===== src/rtl/ula_divisor_seq.sv =====
// ula_divisor_seq: sequential 4-bit unsigned divider slice of the ULA.
// It performs one restoring step per clock, so a division takes 4 DIV cycles.
// Divide-by-zero, the invalid opcode and the opcodes this unit does not handle
// skip DIV and finish in one cycle with the error flag set accordingly.
module ula_divisor_seq (
  input  logic       clk,
  input  logic       rst_n,
  input  logic [3:0] a,
  input  logic [3:0] b,
  input  logic [2:0] seletor,
  input  logic       start,
  output logic [3:0] quociente,
  output logic [3:0] resto,
  output logic       busy,
  output logic       done,
  output logic       ledr9
);

  localparam logic [2:0] SEL_DIV = 3'b110;
  localparam logic [2:0] SEL_INV = 3'b111;

  typedef enum logic [1:0] {
    IDLE = 2'd0,
    DIV  = 2'd1,
    DONE = 2'd2
  } state_t;

  state_t     r_state;
  state_t     w_next;

  // r_a starts as the dividend; quotient bits shift in from the LSB as
  // dividend bits shift out of the MSB, so after 4 steps it holds the quotient.
  logic [3:0] r_a;
  logic [3:0] r_b;
  logic [2:0] r_sel;
  logic [4:0] r_rem;
  logic [1:0] r_cnt;

  logic [4:0] w_rem_shift;
  logic [4:0] w_rem_step;
  logic       w_qbit;
  logic       w_go_div;

  // A request enters DIV only for a real division with a non-zero divisor.
  always_comb begin
    w_go_div = (seletor == SEL_DIV) && (b != 4'd0);
  end

  // One restoring step: bring in the next dividend bit, subtract if it fits.
  always_comb begin
    w_rem_shift = {r_rem[3:0], r_a[3]};
    // A set bit shifted out of r_rem would mean the value already exceeds b.
    w_qbit      = r_rem[4] | (w_rem_shift >= {1'b0, r_b});
    w_rem_step  = w_qbit ? (w_rem_shift - {1'b0, r_b}) : w_rem_shift;
  end

  // State register.
  always_ff @(posedge clk or negedge rst_n) begin
    if (!rst_n) begin
      r_state <= IDLE;
    end else begin
      // NOTE: sequential state uses non-blocking assignments so every flop
      // samples pre-edge values, independent of statement order.
      r_state <= w_next;
    end
  end

  // Next-state logic; start is only looked at in IDLE, so it is never queued.
  always_comb begin
    // NOTE: default assigned first so no path leaves w_next unassigned,
    // which would otherwise infer a latch.
    w_next = r_state;
    case (r_state)
      IDLE:    if (start) w_next = w_go_div ? DIV : DONE;
      DIV:     if (r_cnt == 2'd3) w_next = DONE;
      DONE:    w_next = IDLE;
      default: w_next = IDLE;
    endcase
  end

  // Status outputs are pure decodes of the state register.
  always_comb begin
    busy = (r_state == DIV);
    done = (r_state == DONE);
  end

  // Operand capture, iteration datapath and result registers.
  always_ff @(posedge clk or negedge rst_n) begin
    if (!rst_n) begin
      // NOTE: the internal operand/remainder/counter registers are reset too,
      // so the block comes out of reset in a fully known state.
      r_a       <= 4'd0;
      r_b       <= 4'd0;
      r_sel     <= 3'd0;
      r_rem     <= 5'd0;
      r_cnt     <= 2'd0;
      quociente <= 4'd0;
      resto     <= 4'd0;
      ledr9     <= 1'b0;
    end else begin
      case (r_state)
        IDLE: begin
          if (start) begin
            r_a   <= a;
            r_b   <= b;
            r_sel <= seletor;
            r_rem <= 5'd0;
            r_cnt <= 2'd0;
            if (w_go_div) begin
              ledr9 <= 1'b0;
            end else begin
              // Bypass: zero result; flag only divide-by-zero or invalid op.
              quociente <= 4'd0;
              resto     <= 4'd0;
              ledr9     <= (seletor == SEL_INV) || (seletor == SEL_DIV);
            end
          end
        end
        DIV: begin
          r_rem <= w_rem_step;
          r_a   <= {r_a[2:0], w_qbit};
          r_cnt <= r_cnt + 2'd1;
          if (r_cnt == 2'd3) begin
            quociente <= {r_a[2:0], w_qbit};
            resto     <= w_rem_step[3:0];
            ledr9     <= (r_sel != SEL_DIV);
          end
        end
        default: ;
      endcase
    end
  end

endmodule


===== config.mk =====
export PLATFORM = sky130hd
export DESIGN_NAME = ula_divisor_seq
export DESIGN_NICKNAME = d
export VERILOG_FILES = /design/src/rtl/ula_divisor_seq.sv
export SDC_FILE = /design/constraint.sdc
export NUM_CORES = 1
export LEC_CHECK = 0
export ABC_AREA = 1
export BUFFER_PORTS_ARGS = -buffer_cell sky130_fd_sc_hd__buf_2
export CORE_MARGIN = 1.5
export CORE_UTILIZATION = 30
export CTS_BUF_LIST = sky130_fd_sc_hd__clkbuf_8
export DETAILED_ROUTE_END_ITERATION = 6
export GPL_TIMING_DRIVEN = 0
export HOLD_SLACK_MARGIN = 0.06
export MAX_ROUTING_LAYER = met4
export SYNTH_ARGS = -nofsm -noshare
export SYNTH_HDL_FRONTEND = slang
export SYNTH_SLANG_ARGS = --single-unit

===== constraint.sdc =====
create_clock -name clk -period 1.5 [get_ports clk]
set_input_delay 0.15 -clock clk [delete_from_list [all_inputs] [get_ports clk]]
set_output_delay 0.15 -clock clk [all_outputs]
set_load 0.02 [all_outputs]

# Yosys cells after proc, flatten, opt, wreduce, memory -nomap -nowiden
# Cells that the tools add are included.
# totals
latch_bits,0
romBits,0
wordCells,53
mem_count,0
reg_bits,29
ram_bits,0
input_bits,14
# op_classes
div_mod_pow,0
eq_ne,9
n_mul,0
magnitude_cmp,1
n_bitwise,1
n_addsub,2
n_mux,21
n_reduce_logical,10
shift,0
# op_table
cell,count
$pmux W4 S2,3
$mux W4,5
$mux W5,2
$pmux W5 S2,1
$mux W2,4
$pmux W2 S2,2
$eq A3 B3 Y1 const B,2
$reduce_and A2 Y1,3
$ge A5 B4 Y1,1
$sub A5 B4 Y5,1
$eq A2 B2 Y1 const B,2
$ne A2 B2 Y1 const B,2
$reduce_and A4 Y1,1
$reduce_bool A4 Y1,1
$mux W1,3
$ne A3 B3 Y1 const B,1
$reduce_and A3 Y1,1
$add A2 B1 Y2 const B,1
$eq A2 B1 Y1 const B,1
$logic_not A2 Y1,1
$ne A2 B1 Y1 const B,1
$pmux W1 S2,1
$reduce_bool A2 Y1,1
$logic_and A1 B1 Y1,1
other kinds (2),2

# Longest topological paths before layout
# Gate-level depths: netlist of the first run.
# logic_depth
word_depth,5
mapped_depth,10

# Worst setup path after synthesis of the first run
# OpenSTA, ideal clock, no wires.
# synth_path
path_kind,flip-flop to flip-flop
startpoint,reg r_a[3]
endpoint,reg r_rem[4]
path_slack_ps,6
stages_incl_launch_ff,7
period_less_slack_ps,1494
arrival_time_ps,1368
required_ps,1374
path_cell_list,dfrtp_1 > inv_1 > ha_1 > fa_1 > o21ai_0 > xor2_1 > o22ai_1
# synth_via
elab_chain_len,4
elab_cells_between_ends,5
classes_between,add/sub: 1; order compare: 1; mux: 2; bitwise: 1
# synth_lines
item,line_no,text
start: declaration,33,logic [3:0] r_a;
start signal: assignment,121,"r_a <= {r_a[2:0], w_qbit};"
$ge A5 B4 Y1,53,"w_qbit = r_rem[4] | (w_rem_shift >= {1'b0, r_b});"
$or A1 B1 Y1,53,
$mux W5 *,54,"w_rem_step = w_qbit ? (w_rem_shift - {1'b0, r_b}) : w_rem_shift;"
$pmux W5 S2 *,101,case (r_state)
end signal: assignment,120,r_rem <= w_rem_step;
end: declaration,36,logic [4:0] r_rem;
# Every way passes the cells marked *; elsewhere a longest branch is shown, timed or not.
# A chain may end at the register's enable or synchronous reset.

# Final worst setup path of the first run
# layout_path
startpoint,reg r_b[0]
endpoint,reg r_rem[2]
# layout_via
elab_chain_len,4
elab_cells_between_ends,5
classes_between,add/sub: 1; order compare: 1; mux: 2; bitwise: 1
# layout_lines
item,line_no,text
start: declaration,34,logic [3:0] r_b;
start signal: assignment,93,r_b <= 4'd0;
start signal: assignment,105,r_b <= b;
$ge A5 B4 Y1,53,
$or A1 B1 Y1,53,
$mux W5 *,54,
$pmux W5 S2 *,101,
# Marks and branches as above.

==> results of run 1 <==
[layer usage]
layer | track usage [%] | vias up | part of all wire, %
met4 | 6.92 | 0 | 1.7
met2 | 22.6 | 34 | 49
met3 | 4.28 | 6 | 5.0
met1 | 17.0 | 577 | 44
li1 | - | 627 | -
met5 | - | - | 0
[synthesized netlist by cell type]
master | count | area (um2)
nand2_1 | 41 | 154
dfrtp_1 | 29 | 726
nand3_1 | 17 | 85.1
nor2_1 | 16 | 60.1
inv_1 | 15 | 56.3
a21oi_1 | 6 | 30.0
o21ai_0 | 6 | 30.0
ha_1 | 5 | 62.6
nand2_4 | 4 | 45.0
nand4_1 | 4 | 25.0
a31oi_1 | 3 | 18.8
nand2_2 | 3 | 18.8
o21ai_2 | 3 | 26.3
o22ai_1 | 2 | 12.5
xor2_1 | 2 | 17.5
buf_2 | 1 | 5.00
buf_4 | 1 | 7.51
buf_6 | 1 | 11.3
fa_1 | 1 | 20.0
inv_2 | 1 | 3.75
inv_4 | 1 | 6.26
mux2_2 | 1 | 11.3
nand3b_1 | 1 | 7.51
nor2_2 | 1 | 6.26
o211ai_1 | 1 | 7.51
o21ai_1 | 1 | 5.00
[flip-flops by register name (all words and copies together) (netlist names)]
signal / cells
r_rem: 5
quociente: 4
r_a: 4
r_b: 4
resto: 4
r_sel: 3
r_cnt: 2
r_state: 2
ledr9: 1
[logic make-up (layout without fill, tap and decap cells)]
group,Yosys count,count (layout)
multiplexers,1,1
buffers and inverters,20,60
AND/OR/NAND/NOR,87,87
AO/OA/AOI/OAI,22,22
adder cells (fa/ha/maj),6,6
XOR/XNOR,2,2
flip-flops,29,29
[through the flow]
stage	TNS (ps)	hold slack [ps]
5_1_grt	-264	118
6_report	0	101
3_3_place_gp	-1640	223
2_1_floorplan	0	-146
3_5_place_dp	-1670	225
4_1_cts	0	99.1
[path summary, 6_finish.rpt]
kind,to,start,slack [ps],cells past startpoint
worst min-delay path,r_a[0],a[0],100,3
worst max-delay path,r_rem[2],r_b[0],30,6
max in group asynchronous,r_state[0],rst_n,630,2
min in group asynchronous,r_a[0],rst_n,440,2
worst max register to register,r_rem[2],r_b[0],30,6
worst min register to register,r_sel[1],r_sel[1],470,2
[power by group]
group	leakage (nW)	total, mW	switching, mW	internal [mW]
logic	0.564	1.72	0.994	0.722
registers	0.372	1.17	0.158	1.02
clock network	0.0491	0.622	0.309	0.314
total	0.985	3.51	1.46	2.05
[area by class of cell]
| class | instances | area [um2] |
|---|---|---|
| inverters | 17 | 66.3 |
| flip-flops and latches | 29 | 726 |
| multi-input cells | 118 | 741 |
| fillers | 491 | 2800 |
| clock buffers | 5 | 68.8 |
| repair buffers | 32 | 185 |
| well taps | 54 | 67.6 |
| clock inverters | 3 | 13.8 |
| plain buffers | 3 | 27.5 |
[worst max-delay path: cells and delay by family, from the launching register on]
kind	cells	cell delay, ps
adders and majority gates	2	540
DFF	1	430
xor gates and xnor gates	1	180
and+or+nand+nor	2	150
AOI/OAI and AO/OA	1	70
[repair_timing]
action / in CTS / in global routing
pin swaps: 4 / 10
buffers inserted: 1 / 6
hold buffers: 1 / 0
endpoints found under the hold margin: 29 / 0
resized for setup: 16 / 13
gates cloned: 0 / 0
setup endpoints to repair: 12 / 12
==> results.json, run 1 <==
{
  "outcome": "completed",
  "fin_nets": 226,
  "tightest_slew_ps": 664,
  "dp_cells": 245,
  "total_power_mw": 3.51,
  "instances_no_fill": 261,
  "ys_types": 26,
  "clkTransAtPathRegs_ps": 70,
  "post_drt_wl_per_cell_um": 12.8,
  "drc": 0,
  "skew_ps": 11.2,
  "cts_tree": "yes",
  "drt_iter0_markers": 64,
  "via_per_inst": 4.77,
  "period_minus_slack_ps": 1470,
  "dp_hpwl_um": 2290,
  "gp_congestion": 0.794,
  "final.setup.worst_slack_ps": 29.2,
  "antenna_found_initial": 0,
  "synthAdderAreaFrac_pct": 5.66,
  "max-cap-violations": 0,
  "layout_commonest_cell": "nand2_1",
  "clock.fmax_mhz": 680,
  "yosysWarnings": 0,
  "synth_nets": 187,
  "post-route-period-util_pct": 98.1,
  "row_count": 25,
  "routed_wl_um": 3330,
  "peakVddDrop_uv": 650,
  "drv_slew": 0,
  "postLayoutCellArea_um2": 1900,
  "final_core_util_pct": 40.4,
  "postSynthAreaPerCell_um2": 8.74,
  "required_ps": 1670,
  "insertedDiodeCount": 0,
  "syn_inst": 167,
  "ios": 25,
  "synthToLayoutAreaGrowth_pct": 29.9,
  "mostFrequentLayoutCells": "34 x nand2_1, 29 x dfrtp_1, 24 x buf_2",
  "start_util_pct": 31.1,
  "synth_mux_area_share_pct": 0.772,
  "cp.arrival_ps": 1640,
  "port_buffers": 24,
  "hold_viol": 0,
  "start_kind": "register",
  "synth_top_family_by_area": "simple AND/OR/NAND/NOR gates",
  "min_path_type": "input port to register",
  "cts_max_level": 2,
  "total_leakage_power_nw": 0.985,
  "critPathCaptureType": "register",
  "cts_sinks": 29,
  "synthXorXnorAreaFrac_pct": 1.20,
  "clockBufferDepth": 2,
  "drive_gt1_share_pct": 35.7,
  "core-area_um2": 4690,
  "synth_compound_area_share_pct": 8.92,
  "cp_max_fo": 2,
  "grt_pass1_wl_um": 5570,
  "netlist_area_um2": 1460,
  "die_h_um": 72.7,
  "numCtsBuffers": 5,
  "max_stage_delay_ps": 430,
  "final_antenna_net_count": 0,
  "powerDensity_nw_per_um2": 1850,
  "cts_root_buf": "clkbuf_8",
  "relSlewSlack_pct": 55.8,
  "grt_start_max_net_pins": 30,
  "design.die.area_um2": 5290,
  "slowest_stage": "dfrtp_1",
  "num_vias": 1244,
  "synthSimpleGateAreaFrac_pct": 27.5,
  "synth-seq-cells": 29,
  "crit_chain": "ha_4 > fa_2 > xor2_1 > nand2_2 > nand3_1 > o21ai_1",
  "rsz0062_at_grt": "yes",
  "yosysSeqAreaShare_pct": 49.7,
  "dpl_cell_area_um2": 1650,
  "path_class": "register to register",
  "setup_violations": 0,
  "die_x_um": 72.7,
  "first_pass_iters": 4,
  "preCtsSetupSlack_ps": -214,
  "grt_pass1_vias": 1235,
  "overflow": 0,
  "clkLatencyLatePin_ps": 290,
  "grt.total_usage_pct": 14.5
}
No activity file was read; power rests on OpenSTA's default activity.
==> run 2, diff against run 1 <==
--- a/config.mk
+++ b/config.mk
@@ -14,6 +14,8 @@
 export GPL_TIMING_DRIVEN = 0
 export HOLD_SLACK_MARGIN = 0.06
 export MAX_ROUTING_LAYER = met4
+export RECOVER_POWER = 100
+export SLEW_MARGIN = 20
 export SYNTH_ARGS = -nofsm -noshare
 export SYNTH_HDL_FRONTEND = slang
 export SYNTH_SLANG_ARGS = --single-unit
==> run 2 against run 1 <==
Effect of this change: count of clock-buffer cells in the layout stayed put; global-route usage stayed put; critical path depth stayed put; register-to-register slack hardly changed; utilization is 0.45 points lower; setup slack worse by 2.3 ps; via count is 0.24% higher; cell area is 1.1% lower; sequential share of layout area is 0.43 points higher; first-iteration DRC count is 16% lower; total power is 0.55% lower; clock power hardly changed; critical endpoint unchanged; largest power group unchanged.
==> results.json, run 2 (synthesis gave the netlist of run 1 again) <==
{
  "outcome": "completed",
  "die_h_um": 72.7,
  "design.die.area_um2": 5290,
  "clkTransAtPathRegs_ps": 70,
  "largest_reg_flops": 5,
  "hold_viol": 0,
  "ios": 25,
  "clock.fmax_mhz": 679,
  "synthToLayoutAreaGrowth_pct": 28.5,
  "relSlewSlack_pct": 51.0,
  "skew_ps": 10.2,
  "drive_gt1_share_pct": 30.4,
  "max-cap-violations": 0,
  "preCtsSetupSlack_ps": -214,
  "period_minus_slack_ps": 1470,
  "cts_max_level": 2,
  "via_per_inst": 4.78,
  "mostFrequentLayoutCells": "34 x nand2_1, 29 x dfrtp_1, 16 x nand3_1",
  "post_drt_wl_per_cell_um": 12.8,
  "drv_slew": 0,
  "insertedDiodeCount": 0,
  "p_sw_mw": 1.46,
  "start_util_pct": 31.1,
  "cts_tree": "yes",
  "start_kind": "register",
  "top_register": "r_rem",
  "final_antenna_net_count": 0,
  "powerDensity_nw_per_um2": 1860,
  "grt_start_max_net_pins": 30,
  "die_x_um": 72.7,
  "antenna_found_initial": 0,
  "total_leakage_power_nw": 0.942,
  "numCtsBuffers": 5,
  "drc": 0,
  "cp_max_fo": 2,
  "pwr-share-comb_pct": 48.5,
  "row_count": 25,
  "core-area_um2": 4690,
  "p_int_mw": 2.04,
  "grt_pass1_wl_um": 5570,
  "final.setup.worst_slack_ps": 26.9,
  "swShare_pct": 41.7,
  "rsz0062_at_grt": "yes",
  "final_core_util_pct": 39.9,
  "fin_nets": 226,
  "clockBufferDepth": 2,
  "routed_wl_um": 3350,
  "first_pass_iters": 4,
  "path_class": "register to register",
  "overflow": 0,
  "grt_pass1_vias": 1235,
  "clockPowerShare_pct": 17.8,
  "grt.total_usage_pct": 14.5,
  "gp_congestion": 0.794,
  "dp_hpwl_um": 2290,
  "seqPwrFrac_pct": 33.7,
  "required_ps": 1670,
  "min_path_type": "input port to register",
  "critPathCaptureType": "register",
  "layout_commonest_cell": "nand2_1",
  "drt_iter0_markers": 54,
  "cp.arrival_ps": 1640,
  "setup_violations": 0,
  "cts_sinks": 29,
  "clkLatencyLatePin_ps": 290,
  "num_vias": 1247,
  "peakVddDrop_uv": 647,
  "cts_root_buf": "clkbuf_8",
  "port_buffers": 24,
  "post-route-period-util_pct": 98.2,
  "tightest_slew_ps": 735
}
run 2: changes by cell type in the layout (fill, tap and decap cells not counted):
cell,change
buf_2,-12
clkbuf_1,+10
clkbuf_2,+2
nand2_2,+1
nand2_4,-1
o21ai_1,+1
o21ai_2,-1
run 2: layout make-up:
type | count | area (um2)
Multi-Input combinational cell | 118 | 732
Clock inverter | 3 | 13.8
Buffer | 3 | 27.5
Inverter | 17 | 66.3
Fill cell | 492 | 2820
Timing Repair Buffer | 32 | 173
Tap cell | 54 | 67.6
Clock buffer | 5 | 68.8
Sequential cell | 29 | 726
run 2: power by group through the flow:
stage	sequential (mW)	clock [mW]	combinational (mW)
after detailed placement	1.16	0	1.26
final	1.18	0.622	1.70
after global placement	1.16	0	1.24
after floorplan	1.19	0	0.913
after CTS	1.16	0.640	1.42
after global routing	1.20	0.684	1.90
run 2: worst paths after layout:
check,from,end,slack [ps],cells past startpoint
setup / recovery,r_b[0],r_rem[2],30,6
hold / removal,a[0],r_a[0],100,3
setup reg to reg,r_b[0],r_rem[2],30,6
hold reg to reg,r_sel[1],r_sel[1],470,2
max in group asynchronous,rst_n,r_state[0],560,2
min in group asynchronous,rst_n,r_a[0],470,2
run 2: timing repair:
| action | in CTS | in global routing |
|---|---|---|
| resized for setup | 16 | 13 |
| setup endpoints to repair | 12 | 12 |
| hold endpoints to repair | 29 | 0 |
| pin swaps | 4 | 10 |
| buffers inserted | 1 | 6 |
| hold buffers | 1 | 0 |
run 2: critical path, stage by stage (launching register included):
cell     delay (ps)
dfrtp_1         430
ha_4            190
fa_2            350
xor2_1          180
nand2_2          80
nand3_1          70
o21ai_1          70
run 2: layer usage:
metal  vias to the layer above  wire [um]  GRT usage (%)
li1                        629          -              -
met1                       583       1500           17.0
met2                        29       1650           22.6
met3                         6        142           4.28
met4                         0         58           6.92
met5                         -          0              -
run 2: metrics by stage:
stage                     TNS, ps  area [um2]  cells  hold WS, ps  total power [mW]
after floorplan                 0        1460    167         -146              2.10
after global placement      -1640        1650    245          223              2.40
after detailed placement    -1670        1650    245          225              2.42
after CTS                       0        1800    255         99.1              3.22
after global routing         -277        1870    261          118              3.78
final                           0        1870    261          102              3.49
==> run 3, diff against run 2 <==
--- a/config.mk
+++ b/config.mk
@@ -12,8 +12,7 @@
 export CTS_BUF_LIST = sky130_fd_sc_hd__clkbuf_8
 export DETAILED_ROUTE_END_ITERATION = 6
 export GPL_TIMING_DRIVEN = 0
-export HOLD_SLACK_MARGIN = 0.06
-export MAX_ROUTING_LAYER = met4
+export HOLD_SLACK_MARGIN = 0.15
 export RECOVER_POWER = 100
 export SLEW_MARGIN = 20
 export SYNTH_ARGS = -nofsm -noshare
==> constraint.sdc (replaced) <==
create_clock -name clk -period 1.5 [get_ports clk]
set_input_delay 0.3 -clock clk [delete_from_list [all_inputs] [get_ports clk]]
set_output_delay 0.3 -clock clk [all_outputs]
set_load 0.02 [all_outputs]
==> run 3 against run 2 <==
Effect of this change: clock power is essentially flat; count of clock-buffer cells in the layout is the same; non-clock buffer count is 2 higher; first-iteration DRC count down 39%; global-route usage down 0.45 points; critical path type unchanged; largest power group unchanged; highest routed layer unchanged.
==> results.json, run 3 (synthesis gave the netlist of run 1 again) <==
{
  "outcome": "completed",
  "seqPwrFrac_pct": 33.3,
  "skew_ps": 8.18,
  "first_pass_iters": 4,
  "final.setup.worst_slack_ps": 12.4,
  "mostFrequentLayoutCells": "34 x nand2_1, 28 x dfrtp_1, 16 x nand3_1",
  "antenna_found_initial": 0,
  "routed_wl_um": 3360,
  "max-cap-violations": 0,
  "r2r_end": "r_rem[4]",
  "start_util_pct": 31.1,
  "period_minus_slack_ps": 1490,
  "grt_start_max_net_pins": 30,
  "cts_root_buf": "clkbuf_8",
  "numCtsBuffers": 5,
  "drt_iter0_markers": 33,
  "powerDensity_nw_per_um2": 1860,
  "start_kind": "register",
  "die_h_um": 72.7,
  "clockBufferDepth": 2,
  "cts_sinks": 29,
  "hp-start": "a[0]",
  "preCtsSetupSlack_ps": -214,
  "p_sw_mw": 1.48,
  "dpl_cell_area_um2": 1650,
  "num_vias": 1251,
  "postLayoutCellArea_um2": 1910,
  "fillers": 494,
  "grt.total_usage_pct": 14.0,
  "post-route-period-util_pct": 99.2,
  "clkLatencyLatePin_ps": 290,
  "gp_congestion": 0.783,
  "clockPowerShare_pct": 17.6,
  "hold_depth": 3,
  "top_register": "r_rem",
  "tightest_slew_ps": 735,
  "post_drt_wl_per_cell_um": 12.8,
  "design.die.area_um2": 5290,
  "port_buffers": 24,
  "overflow": 0,
  "dp_hpwl_um": 2290,
  "instances_no_fill": 263,
  "hold_viol": 0,
  "setup_violations": 0,
  "row_count": 25,
  "path_class": "register to register",
  "reg2reg_slack_ps": 10,
  "cts_tree": "yes",
  "insertedDiodeCount": 0,
  "fin_nets": 228,
  "ios": 25,
  "cp_max_fo": 2,
  "layout_commonest_cell": "nand2_1",
  "drv_slew": 0,
  "cts_max_level": 2,
  "final_antenna_net_count": 0,
  "grt_pass1_wl_um": 5590,
  "relSlewSlack_pct": 51.0,
  "drive_gt1_share_pct": 32.5,
  "die_x_um": 72.7,
  "final_core_util_pct": 40.7,
  "cp.arrival_ps": 1660,
  "core-area_um2": 4690,
  "hold_ws_ps": 256,
  "critPathCaptureType": "register",
  "clock.fmax_mhz": 672,
  "dp_cells": 245,
  "r2r_cells": 5,
  "rsz0062_at_grt": "yes",
  "total_leakage_power_nw": 0.957,
  "largest_reg_flops": 5,
  "grt_pass1_vias": 1245,
  "via_per_inst": 4.76,
  "required_ps": 1670,
  "clkTransAtPathRegs_ps": 70,
  "hold_end": "r_a[0]",
  "swShare_pct": 41.6,
  "rr_startpoint": "r_b[0]",
  "p_int_mw": 2.07,
  "pwr-share-comb_pct": 49.1,
  "min_path_type": "input port to register",
  "drc": 0,
  "peakVddDrop_uv": 651,
  "synthToLayoutAreaGrowth_pct": 30.8
}
[run 3: critical path, stage by stage (launching register included)]
cell and delay [ps]:
dfrtp_1 430, ha_4 190, fa_2 350, o21ai_2 130, xor2_1 180, o22ai_1 90
[run 3: how the worst max path moves through the flow]
stage | from | endpoint | cells after the start
after floorplan | r_a[3] | r_rem[4] | 6
after global placement | r_rem[1] | r_rem[4] | 7
after detailed placement | r_rem[1] | r_rem[4] | 7
after CTS | r_rem[2] | resto[0] | 8
after global routing | r_b[0] | r_rem[4] | 5
final | r_b[0] | r_rem[4] | 5
[run 3: area by class of cell]
type / count / area (um2) / share of cell area, %
flip-flops and latches: 29 / 727 / 38.1
well taps: 54 / 67.6 / 3.54
clock inverters: 3 / 13.8 / 0.721
clock buffers: 5 / 68.8 / 3.61
inverters: 17 / 68.8 / 3.61
multi-input cells: 118 / 746 / 39.1
repair buffers: 34 / 185 / 9.70
plain buffers: 3 / 31.3 / 1.64
[run 3: layer usage]
layer | GRT usage (%) | wire length, um
met1 | 16.5 | 1510
met2 | 22.9 | 1660
met3 | 4.56 | 131
met4 | 6.92 | 58
met5 | 0 | 0
[run 3: repair_timing]
item	in CTS	in global routing
setup buffers	3	6
hold buffers	1	0
gates resized for setup	17	17
setup endpoints to repair	12	14
pin swaps	3	9
endpoints found under the hold margin	29	0
[run 3: stage by stage]
stage          total power, mW  setup TNS [ps]
2_1_floorplan             2.10               0
3_5_place_dp              2.42           -1670
3_3_place_gp              2.40           -1640
6_report                  3.54               0
4_1_cts                   3.22           -7.07
5_1_grt                   3.82            -263
[run 3: power groups by stage]
stage | Combinational, mW | Clock, mW | Sequential (mW)
floorplan | 0.913 | 0 | 1.19
global placement | 1.24 | 0 | 1.16
detailed placement | 1.26 | 0 | 1.16
CTS | 1.42 | 0.640 | 1.16
global route | 1.94 | 0.682 | 1.21
finish | 1.74 | 0.624 | 1.18
